File: config.mk
export PLATFORM = sky130hd
export DESIGN_NAME = rc4_stream_encryptor_flat
export DESIGN_NICKNAME = d
export VERILOG_FILES = /design/src/rtl/rc4_stream_encryptor_if.sv /design/src/rtl/rc4_stream_encryptor.sv /design/src/flat_wrapper.sv
export SDC_FILE = /design/constraint.sdc
export NUM_CORES = 1
export LEC_CHECK = 0
export CORE_MARGIN = 8
export CORE_UTILIZATION = 40
export CTS_CLUSTER_DIAMETER = 60
export DETAILED_ROUTE_END_ITERATION = 10
export PLACE_DENSITY_LB_ADDON = 0.2
export SYNTH_ARGS = -nofsm -noshare
export SYNTH_HDL_FRONTEND = slang
export SYNTH_SLANG_ARGS = --single-unit
File: constraint.sdc
create_clock -name clk -period 10.91 [get_ports clk]
set_input_delay 2.182 -clock clk [delete_from_list [all_inputs] [get_ports clk]]
set_output_delay 2.182 -clock clk [all_outputs]
set_load 0.005 [all_outputs]
File: src/rtl/rc4_stream_encryptor_if.sv
// Bundles the S-RAM port, the plaintext stream and the ciphertext stream.
interface rc4_stream_encryptor_if #(
  parameter int unsigned MSG_WIDTH = 8
);
  logic [MSG_WIDTH-1:0] s_addr;
  logic [MSG_WIDTH-1:0] s_wdata;
  logic                 s_wren;
  logic [MSG_WIDTH-1:0] s_rdata;
  logic [MSG_WIDTH-1:0] pt_data;
  logic                 pt_valid;
  logic                 pt_ready;
  logic [MSG_WIDTH-1:0] ct_data;
  logic                 ct_valid;
  logic                 ct_ready;

  // Engine side
  modport master (
    output s_addr, s_wdata, s_wren, pt_ready, ct_data, ct_valid,
    input  s_rdata, pt_data, pt_valid, ct_ready
  );

  // RAM / source / sink side
  modport slave (
    input  s_addr, s_wdata, s_wren, pt_ready, ct_data, ct_valid,
    output s_rdata, pt_data, pt_valid, ct_ready
  );
endinterface

File: src/rtl/rc4_stream_encryptor.sv
// RC4 PRGA transmit engine: walks a pre-permuted S-box RAM, produces one
// keystream byte per message byte and XORs it onto a valid/ready plaintext
// stream to produce a valid/ready ciphertext stream.
module rc4_stream_encryptor #(
  parameter int unsigned MSG_WIDTH = 8,
  parameter int unsigned MSG_LEN   = 32
) (
  input  logic                   clk,
  input  logic                   reset,
  input  logic                   start,
  rc4_stream_encryptor_if.master bus,
  output logic                   busy,
  output logic                   done
);

  localparam int unsigned CNT_W = 16;
  localparam logic [CNT_W-1:0] LAST_CNT = CNT_W'(MSG_LEN - 1);

  typedef enum logic [3:0] {
    IDLE, RD_I, LAT_I, RD_J, LAT_J, WR_I, WR_J, RD_K, LAT_K, GET_PT, SEND, DONE
  } state_t;

  state_t               state_q, state_d;
  logic [MSG_WIDTH-1:0] i_q, i_d, j_q, j_d;
  logic [MSG_WIDTH-1:0] si_q, si_d, sj_q, sj_d, k_q, k_d, ct_q, ct_d;
  logic [CNT_W-1:0]     count_q, count_d;
  logic [MSG_WIDTH-1:0] s_addr_q, s_addr_d, s_wdata_q, s_wdata_d;
  logic [MSG_WIDTH-1:0] ct_data_q, ct_data_d;
  logic                 s_wren_q, s_wren_d, pt_ready_q, pt_ready_d;
  logic                 ct_valid_q, ct_valid_d, busy_q, busy_d, done_q, done_d;

  // Next-state / datapath update, then outputs decoded from the next state so they register in step
  always_comb begin
    state_d = state_q;
    i_d     = i_q;
    j_d     = j_q;
    si_d    = si_q;
    sj_d    = sj_q;
    k_d     = k_q;
    ct_d    = ct_q;
    count_d = count_q;

    case (state_q)
      IDLE, DONE: begin
        if (start) begin
          i_d     = MSG_WIDTH'(1);
          j_d     = '0;
          count_d = '0;
          state_d = RD_I;
        end
      end
      RD_I:  state_d = LAT_I;
      LAT_I: begin
        si_d    = bus.s_rdata;
        j_d     = j_q + bus.s_rdata;
        state_d = RD_J;
      end
      RD_J:  state_d = LAT_J;
      LAT_J: begin
        sj_d    = bus.s_rdata;
        state_d = WR_I;
      end
      WR_I:  state_d = WR_J;
      WR_J:  state_d = RD_K;
      RD_K:  state_d = LAT_K;
      LAT_K: begin
        k_d     = bus.s_rdata;
        state_d = GET_PT;
      end
      GET_PT: begin
        if (bus.pt_valid) begin
          ct_d    = bus.pt_data ^ k_q;
          state_d = SEND;
        end
      end
      SEND: begin
        if (bus.ct_ready) begin
          count_d = count_q + CNT_W'(1);
          if (count_q == LAST_CNT) begin
            state_d = DONE;
          end else begin
            i_d     = i_q + MSG_WIDTH'(1);
            state_d = RD_I;
          end
        end
      end
      default: state_d = IDLE;
    endcase

    s_addr_d   = '0;
    s_wdata_d  = '0;
    s_wren_d   = 1'b0;
    pt_ready_d = 1'b0;
    ct_valid_d = 1'b0;
    ct_data_d  = '0;
    busy_d     = (state_d != IDLE) && (state_d != DONE);
    done_d     = (state_d == DONE);

    case (state_d)
      RD_I: s_addr_d = i_d;
      RD_J: s_addr_d = j_d;
      WR_I: begin
        s_addr_d  = i_d;
        s_wdata_d = sj_d;
        s_wren_d  = 1'b1;
      end
      WR_J: begin
        s_addr_d  = j_d;
        s_wdata_d = si_d;
        s_wren_d  = 1'b1;
      end
      RD_K:   s_addr_d = si_d + sj_d;
      GET_PT: pt_ready_d = 1'b1;
      SEND: begin
        ct_valid_d = 1'b1;
        ct_data_d  = ct_d;
      end
      default: ;
    endcase
  end

  // State, datapath and output registers with synchronous reset
  always_ff @(posedge clk) begin
    if (reset) begin
      state_q    <= IDLE;
      i_q        <= '0;
      j_q        <= '0;
      si_q       <= '0;
      sj_q       <= '0;
      k_q        <= '0;
      ct_q       <= '0;
      count_q    <= '0;
      s_addr_q   <= '0;
      s_wdata_q  <= '0;
      s_wren_q   <= 1'b0;
      pt_ready_q <= 1'b0;
      ct_valid_q <= 1'b0;
      ct_data_q  <= '0;
      busy_q     <= 1'b0;
      done_q     <= 1'b0;
    end else begin
      state_q    <= state_d;
      i_q        <= i_d;
      j_q        <= j_d;
      si_q       <= si_d;
      sj_q       <= sj_d;
      k_q        <= k_d;
      ct_q       <= ct_d;
      count_q    <= count_d;
      s_addr_q   <= s_addr_d;
      s_wdata_q  <= s_wdata_d;
      s_wren_q   <= s_wren_d;
      pt_ready_q <= pt_ready_d;
      ct_valid_q <= ct_valid_d;
      ct_data_q  <= ct_data_d;
      busy_q     <= busy_d;
      done_q     <= done_d;
    end
  end

  assign bus.s_addr   = s_addr_q;
  assign bus.s_wdata  = s_wdata_q;
  assign bus.s_wren   = s_wren_q;
  assign bus.pt_ready = pt_ready_q;
  assign bus.ct_valid = ct_valid_q;
  assign bus.ct_data  = ct_data_q;
  assign busy         = busy_q;
  assign done         = done_q;

endmodule
File: src/flat_wrapper.sv
// flat-port wrapper written by rule: the top's interface ports become plain ports
module rc4_stream_encryptor_flat 
#(
  parameter int unsigned MSG_WIDTH = 8,
  parameter int unsigned MSG_LEN   = 32
)
  (clk, reset, start, busy, done, bus_s_addr, bus_s_wdata, bus_s_wren, bus_pt_ready, bus_ct_data, bus_ct_valid, bus_s_rdata, bus_pt_data, bus_pt_valid, bus_ct_ready);
  rc4_stream_encryptor_if #(.MSG_WIDTH(MSG_WIDTH)) bus_i ();
  input  logic clk;
  input  logic reset;
  input  logic start;
  output logic busy;
  output logic done;
  output wire logic [$bits(bus_i.s_addr)-1:0] bus_s_addr;
  output wire logic [$bits(bus_i.s_wdata)-1:0] bus_s_wdata;
  output wire logic [$bits(bus_i.s_wren)-1:0] bus_s_wren;
  output wire logic [$bits(bus_i.pt_ready)-1:0] bus_pt_ready;
  output wire logic [$bits(bus_i.ct_data)-1:0] bus_ct_data;
  output wire logic [$bits(bus_i.ct_valid)-1:0] bus_ct_valid;
  input wire logic [$bits(bus_i.s_rdata)-1:0] bus_s_rdata;
  input wire logic [$bits(bus_i.pt_data)-1:0] bus_pt_data;
  input wire logic [$bits(bus_i.pt_valid)-1:0] bus_pt_valid;
  input wire logic [$bits(bus_i.ct_ready)-1:0] bus_ct_ready;
  assign bus_s_addr = bus_i.s_addr;
  assign bus_s_wdata = bus_i.s_wdata;
  assign bus_s_wren = bus_i.s_wren;
  assign bus_pt_ready = bus_i.pt_ready;
  assign bus_ct_data = bus_i.ct_data;
  assign bus_ct_valid = bus_i.ct_valid;
  assign bus_i.s_rdata = bus_s_rdata;
  assign bus_i.pt_data = bus_pt_data;
  assign bus_i.pt_valid = bus_pt_valid;
  assign bus_i.ct_ready = bus_ct_ready;
  rc4_stream_encryptor #(.MSG_WIDTH(MSG_WIDTH), .MSG_LEN(MSG_LEN)) u_core (.clk(clk), .reset(reset), .start(start), .bus(bus_i), .busy(busy), .done(done));
endmodule
# After elaboration in Yosys (flattened, before gate mapping)
# Index checks and enable logic that the tools add are counted.
# word_totals
reg_bits	97
inputBits	21
output_inout_bits	29
elab_cells	78
# op_classes
n_addsub	4
n_eq_ne	23
muxes	23
bitwise_logic	2
reduce_logical	10
# op_table
operator	n
$mux 8	8
$pmux 8 s2	3
$pmux 4 s11	1
$mux 16	2
$pmux 16 s2	1
$eq 4x3->1 const B	7
$eq 4x4->1 const B	7
$pmux 8 s3	1
$add 16x1->16 const B	1
$add 8x8->8	2
$eq 16x5->1 const B	1
$mux 4	4
$eq 4x2->1 const B	3
$reduce_or 2->1	5
$add 8x1->8 const B	1
$eq 4x1->1 const B	2
$xor 8x8->8	1
$logic_not 4->1	1
$ne 2x2->1 const B	2
$ne 4x4->1 const B	1
$reduce_bool 4->1	1
$mux 1	3
$reduce_and 3->1	1
$reduce_bool 2->1	1
2 further kinds	2

# Logic depth before layout (Yosys ltp)
# logic_depth
ltp_word	7
depth_mapped	17

# Worst setup path before layout
# Ideal clock, no wire load.
# synth_timing
kind	input -> register
start	input bus_s_rdata[1]
end	register u_core.s_addr_q[7], in the netlist u_core.bus.s_addr[7]
setup_ns	0.131
arrival_time_ns	4.130
slack_ns	6.649
stages	10
cell_sequence	mux2i_1 -> inv_1 -> ha_1 -> a21oi_1 -> nor2_1 -> a2111oi_0 -> a21oi_1 -> xnor2_1 -> a22oi_1 -> o22ai_1
# synth_between
elab_chain_cells	3
elab_cells_between_ends	6
classes_between	2 x add/sub; 4 x mux
# synth_lines
element	line_no	rtl
from (decl)	flat_wrapper.sv:20	input wire logic [$bits(bus_i.s_rdata)-1:0] bus_s_rdata;
$mux 8	rc4_stream_encryptor.sv:43	case (state_q)
net u_core.sj_d[1]	rc4_stream_encryptor.sv:25	logic [MSG_WIDTH-1:0] si_q, si_d, sj_q, sj_d, k_q, k_d, ct_q, ct_d;
$add 8x8->8	rc4_stream_encryptor.sv:112	RD_K: s_addr_d = si_d + sj_d;
$pmux 8 s3	rc4_stream_encryptor.sv:99	case (state_d)
to (signal assigned)	rc4_stream_encryptor.sv:150	s_addr_q <= s_addr_d;
to (decl)	rc4_stream_encryptor.sv:27	logic [MSG_WIDTH-1:0] s_addr_q, s_addr_d, s_wdata_q, s_wdata_d;
# The timed path passes the listed nets, and every way through them passes these cells.
# A chain may end at the register's enable or synchronous reset.

# Final worst setup path
# Same ends and word-level chain as after synthesis.

==> impl_results.md <==
- Fin nets: 613
- Post-CTS Hold Buffers: 0
- Final setup viols: 0
- Diodes inserted: 0
- Hold depth: 2
- CTS tree: built
- Final period utilization: 42.89%
- Hold WS: 0.4710 ns
- WP data arrival: 4.91 ns
- CTS Buf Count: 9
- Post-DRT Antenna Nets: 0
- Critical Path Start Type: input port
- Die X: 123.2 um
- Clk root buf: clkbuf_16
- Leakage power: 2.125 nW
- Sink Count: 97
- DRC: 0
- Initial antenna violation count: 0
- Most frequent cells in the layout: dfxtp_1 (97), nor2_1 (65), nand2_1 (53)
- Max Clk Rate: 213.7 MHz
- Synth Cell Area: 0.004596 mm2
- Vias per inst: 5.168
- # IOs: 50
- Share of power burned in registers: 47.4%
- Number of synthesized flops with an enable pin: 0
- DRT Wirelength: 10.62 mm
- Detailed Place HPWL: 7.805 mm
- Most common cell after layout, fill and taps aside: dfxtp_1
- PnR worst setup slack: 6.230 ns
- Insertion delay to the later sink of the worst-skew pair: 0.35 ns
- Syn Area/Cell: 8.638 um2
- Hold Path Class: reg -> reg
- Pwr dens: 141.4 mW/mm2
- R2r worst-path depth: 13
- Seq/Total Area, Yosys: 42.25%
- Critical path fanouts, max: 5
- Skew final: 0.006671 ns
- Area Growth Syn to Fin: 19.60%
- Clock share of power: 41.0%
- Register area: 0.001942 mm2
- Asr flop ratio synth: 0%
- Total GRT Usage: 14.79%
- CP Launch Point: bus_s_rdata[1]
- Post-Route Setup TNS: 0 ns
- Critical Path End Type: register
- Max transition margin: 38.80%
- 1st-iter DRT viols: 282
- Reg-to-reg slack, setup: 7.14 ns
- Htree depth: 3
- Switching Share: 25.56%
- Status: complete, no violations
- Leading area contributor after synthesis: dfxtp_1
- Postcts setup bufs: 0
- Core Area: 0.01132 mm2
- Combinational share of power: 11.6%
- Vias in the first global route: 3674
- WL/cell: 14.71 um
- Final slew viol count: 0
- Post-layout util: 48.55%
- Fin crit period: 4.680 ns
- Clock-pin slew on the worst setup and hold paths: 0.07 ns
- Ratio of cells with drive above 1 in the final layout: 6.563%
- Seq cells post-synth: 97
- Internal Power: 0.5784 mW
- Reg2reg end: u_core.bus.s_addr[7]
- Design area: 0.005497 mm2
- Full die area: 0.01517 mm2
- Count of different cell masters after synthesis: 52
- First-pass DRT Iterations: 5
- RR Startpoint: u_core.state_q[1]
- Worst setup path category: in -> reg
- Yosys warns: 0
- Die height: 123.2 um
- Synth Flop Type: dfxtp_1
- Worst Tran Pin Value: 0.9146 ns
- Synth top area cells: dfxtp_1 (42%), nor2_1 (5.3%), ha_1 (4.4%), nand2_1 (4.3%), mux2i_1 (3.5%)
- PortBufs: 49
- VDD IR-drop max: 0.00007678 V
- Global route overflow: 0
- Placer Congestion: 0.8371
- Post-DP Area: 0.005194 mm2
- # fillers: 1089
- Unrepaired setup endpoints after global routing: false
- Synth top area share: 42.25%
- Initial Utilization: 40.59%
- First-pass GRT wire length: 17.74 mm
- Multi-input gate area: 0.002440 mm2
- CTS resizes: 0
- Final Hold Fails: 0
- Data required time of the worst path: 11.14 ns
- Row cnt: 39
- Pin count of the biggest net entering global routing: 49
- Endpoint, Worst Hold: u_core.k_q[3]
- Max Buffers Root-to-Sink: 2
- Net Switching: 0.1986 mW
- Max_cap viols: 0
- Syn_nets: 571
- Place WS: 5.843 ns
- Hold Startpoint: u_core.k_q[3]
- Syn Inst Count: 532
- Via count: 3731
final cells by class:
class	instances	area share, %
inverters	30	2.049
clock buffers	9	4.097
clock inverters	7	1.411
flip-flops and latches	97	35.33
well taps	143	3.255
repair buffers	53	9.470
multi-input cells	383	44.39
worst max-delay path, cell delays in order:
cell and delay [ns]:
clkdlybuf4s50_1 0.49, mux2i_1 0.38, inv_1 0.08, ha_1 0.29, a21oi_1 0.21, nor2_1 0.07
a2111oi_0 0.61, a21oi_1 0.18, xnor2_1 0.18, a22oi_1 0.15, o22ai_1 0.09
per-layer routing:
metal  track usage, %  vias to the layer above  part of all wire (%)
met4            5.869                        0                  0.77
li1                 -                     1927                     -
met2            22.51                       54                    47
met5                0                        -                     0
met3            3.516                        7                   3.7
met1            19.82                     1743                    48
synthesized netlist by cell type, types with 2 or more instances:
library cell,count
a211oi_1,2
a21o_1,4
a21oi_1,26
a221oi_1,3
a22o_1,4
a22oi_1,10
a31oi_1,7
a32o_1,2
and2_1,11
and3_1,12
buf_2,8
buf_6,2
clkbuf_1,11
dfxtp_1,97
fa_1,2
ha_1,16
inv_1,30
mux2i_1,16
nand2_1,53
nand2b_1,11
nand3_1,8
nand4_1,10
nor2_1,65
nor2_2,9
nor2b_1,4
nor3_1,12
nor4_2,2
nor4b_1,2
nor4b_2,2
o211ai_1,2
o21a_1,5
o21ai_0,21
o22ai_1,11
or3_1,2
or4_1,2
xnor2_1,18
xor2_1,15
cells by family (layout without fill, tap and decap cells):
| family | after synthesis | after routing | synth area share, % |
|---|---|---|---|
| XOR/XNOR | 33 | 33 | 6.289 |
| multiplexers | 17 | 17 | 3.730 |
| flip-flops | 97 | 97 | 42.25 |
| AO/OA/AOI/OAI | 107 | 107 | 15.36 |
| AND/OR/NAND/NOR | 208 | 208 | 22.27 |
| adder cells (fa/ha/maj) | 18 | 18 | 5.227 |
| buffers and inverters | 52 | 99 | 4.874 |
flip-flops by register name, indices dropped and copies added, names as in the netlist:
name and flops:
u_core.count_q 16, u_core.busy 1, u_core.k_q 8, u_core.bus.s_addr 8, u_core.ct_q 8, u_core.i_q 8, u_core.bus.ct_data 8, u_core.bus.pt_ready 1
u_core.bus.s_wdata 8, u_core.si_q 8, u_core.state_q 4, u_core.bus.s_wren 1, u_core.done 1, u_core.j_q 8, u_core.bus.ct_valid 1, u_core.sj_q 8
power groups by stage:
stage	Clock (mW)	Combinational [mW]	Sequential [mW]
after floorplan	0	0.0676	0.371
after global routing	0.342	0.0998	0.369
after global placement	0	0.0893	0.376
after detailed placement	0	0.0901	0.376
after CTS	0.328	0.0904	0.368
final	0.319	0.0900	0.368
stage by stage:
step	total power, mW	std cells
floorplan	0.4387	532
global placement	0.4650	706
detailed placement	0.4661	706
CTS	0.7865	722
global route	0.8104	722
finish	0.7770	722
worst max-delay path by stage:
stage	to	slack [ns]	cells past startpoint
after global routing	u_core.bus.s_addr[7]	5.93	11
after detailed placement	u_core.bus.s_addr[7]	5.84	11
after floorplan	u_core.bus.s_addr[7]	6.65	10
final	u_core.bus.s_addr[7]	6.23	11
after global placement	u_core.bus.s_addr[7]	5.93	11
after CTS	u_core.bus.s_addr[7]	6.22	11
(Power assumes the default switching activity.)
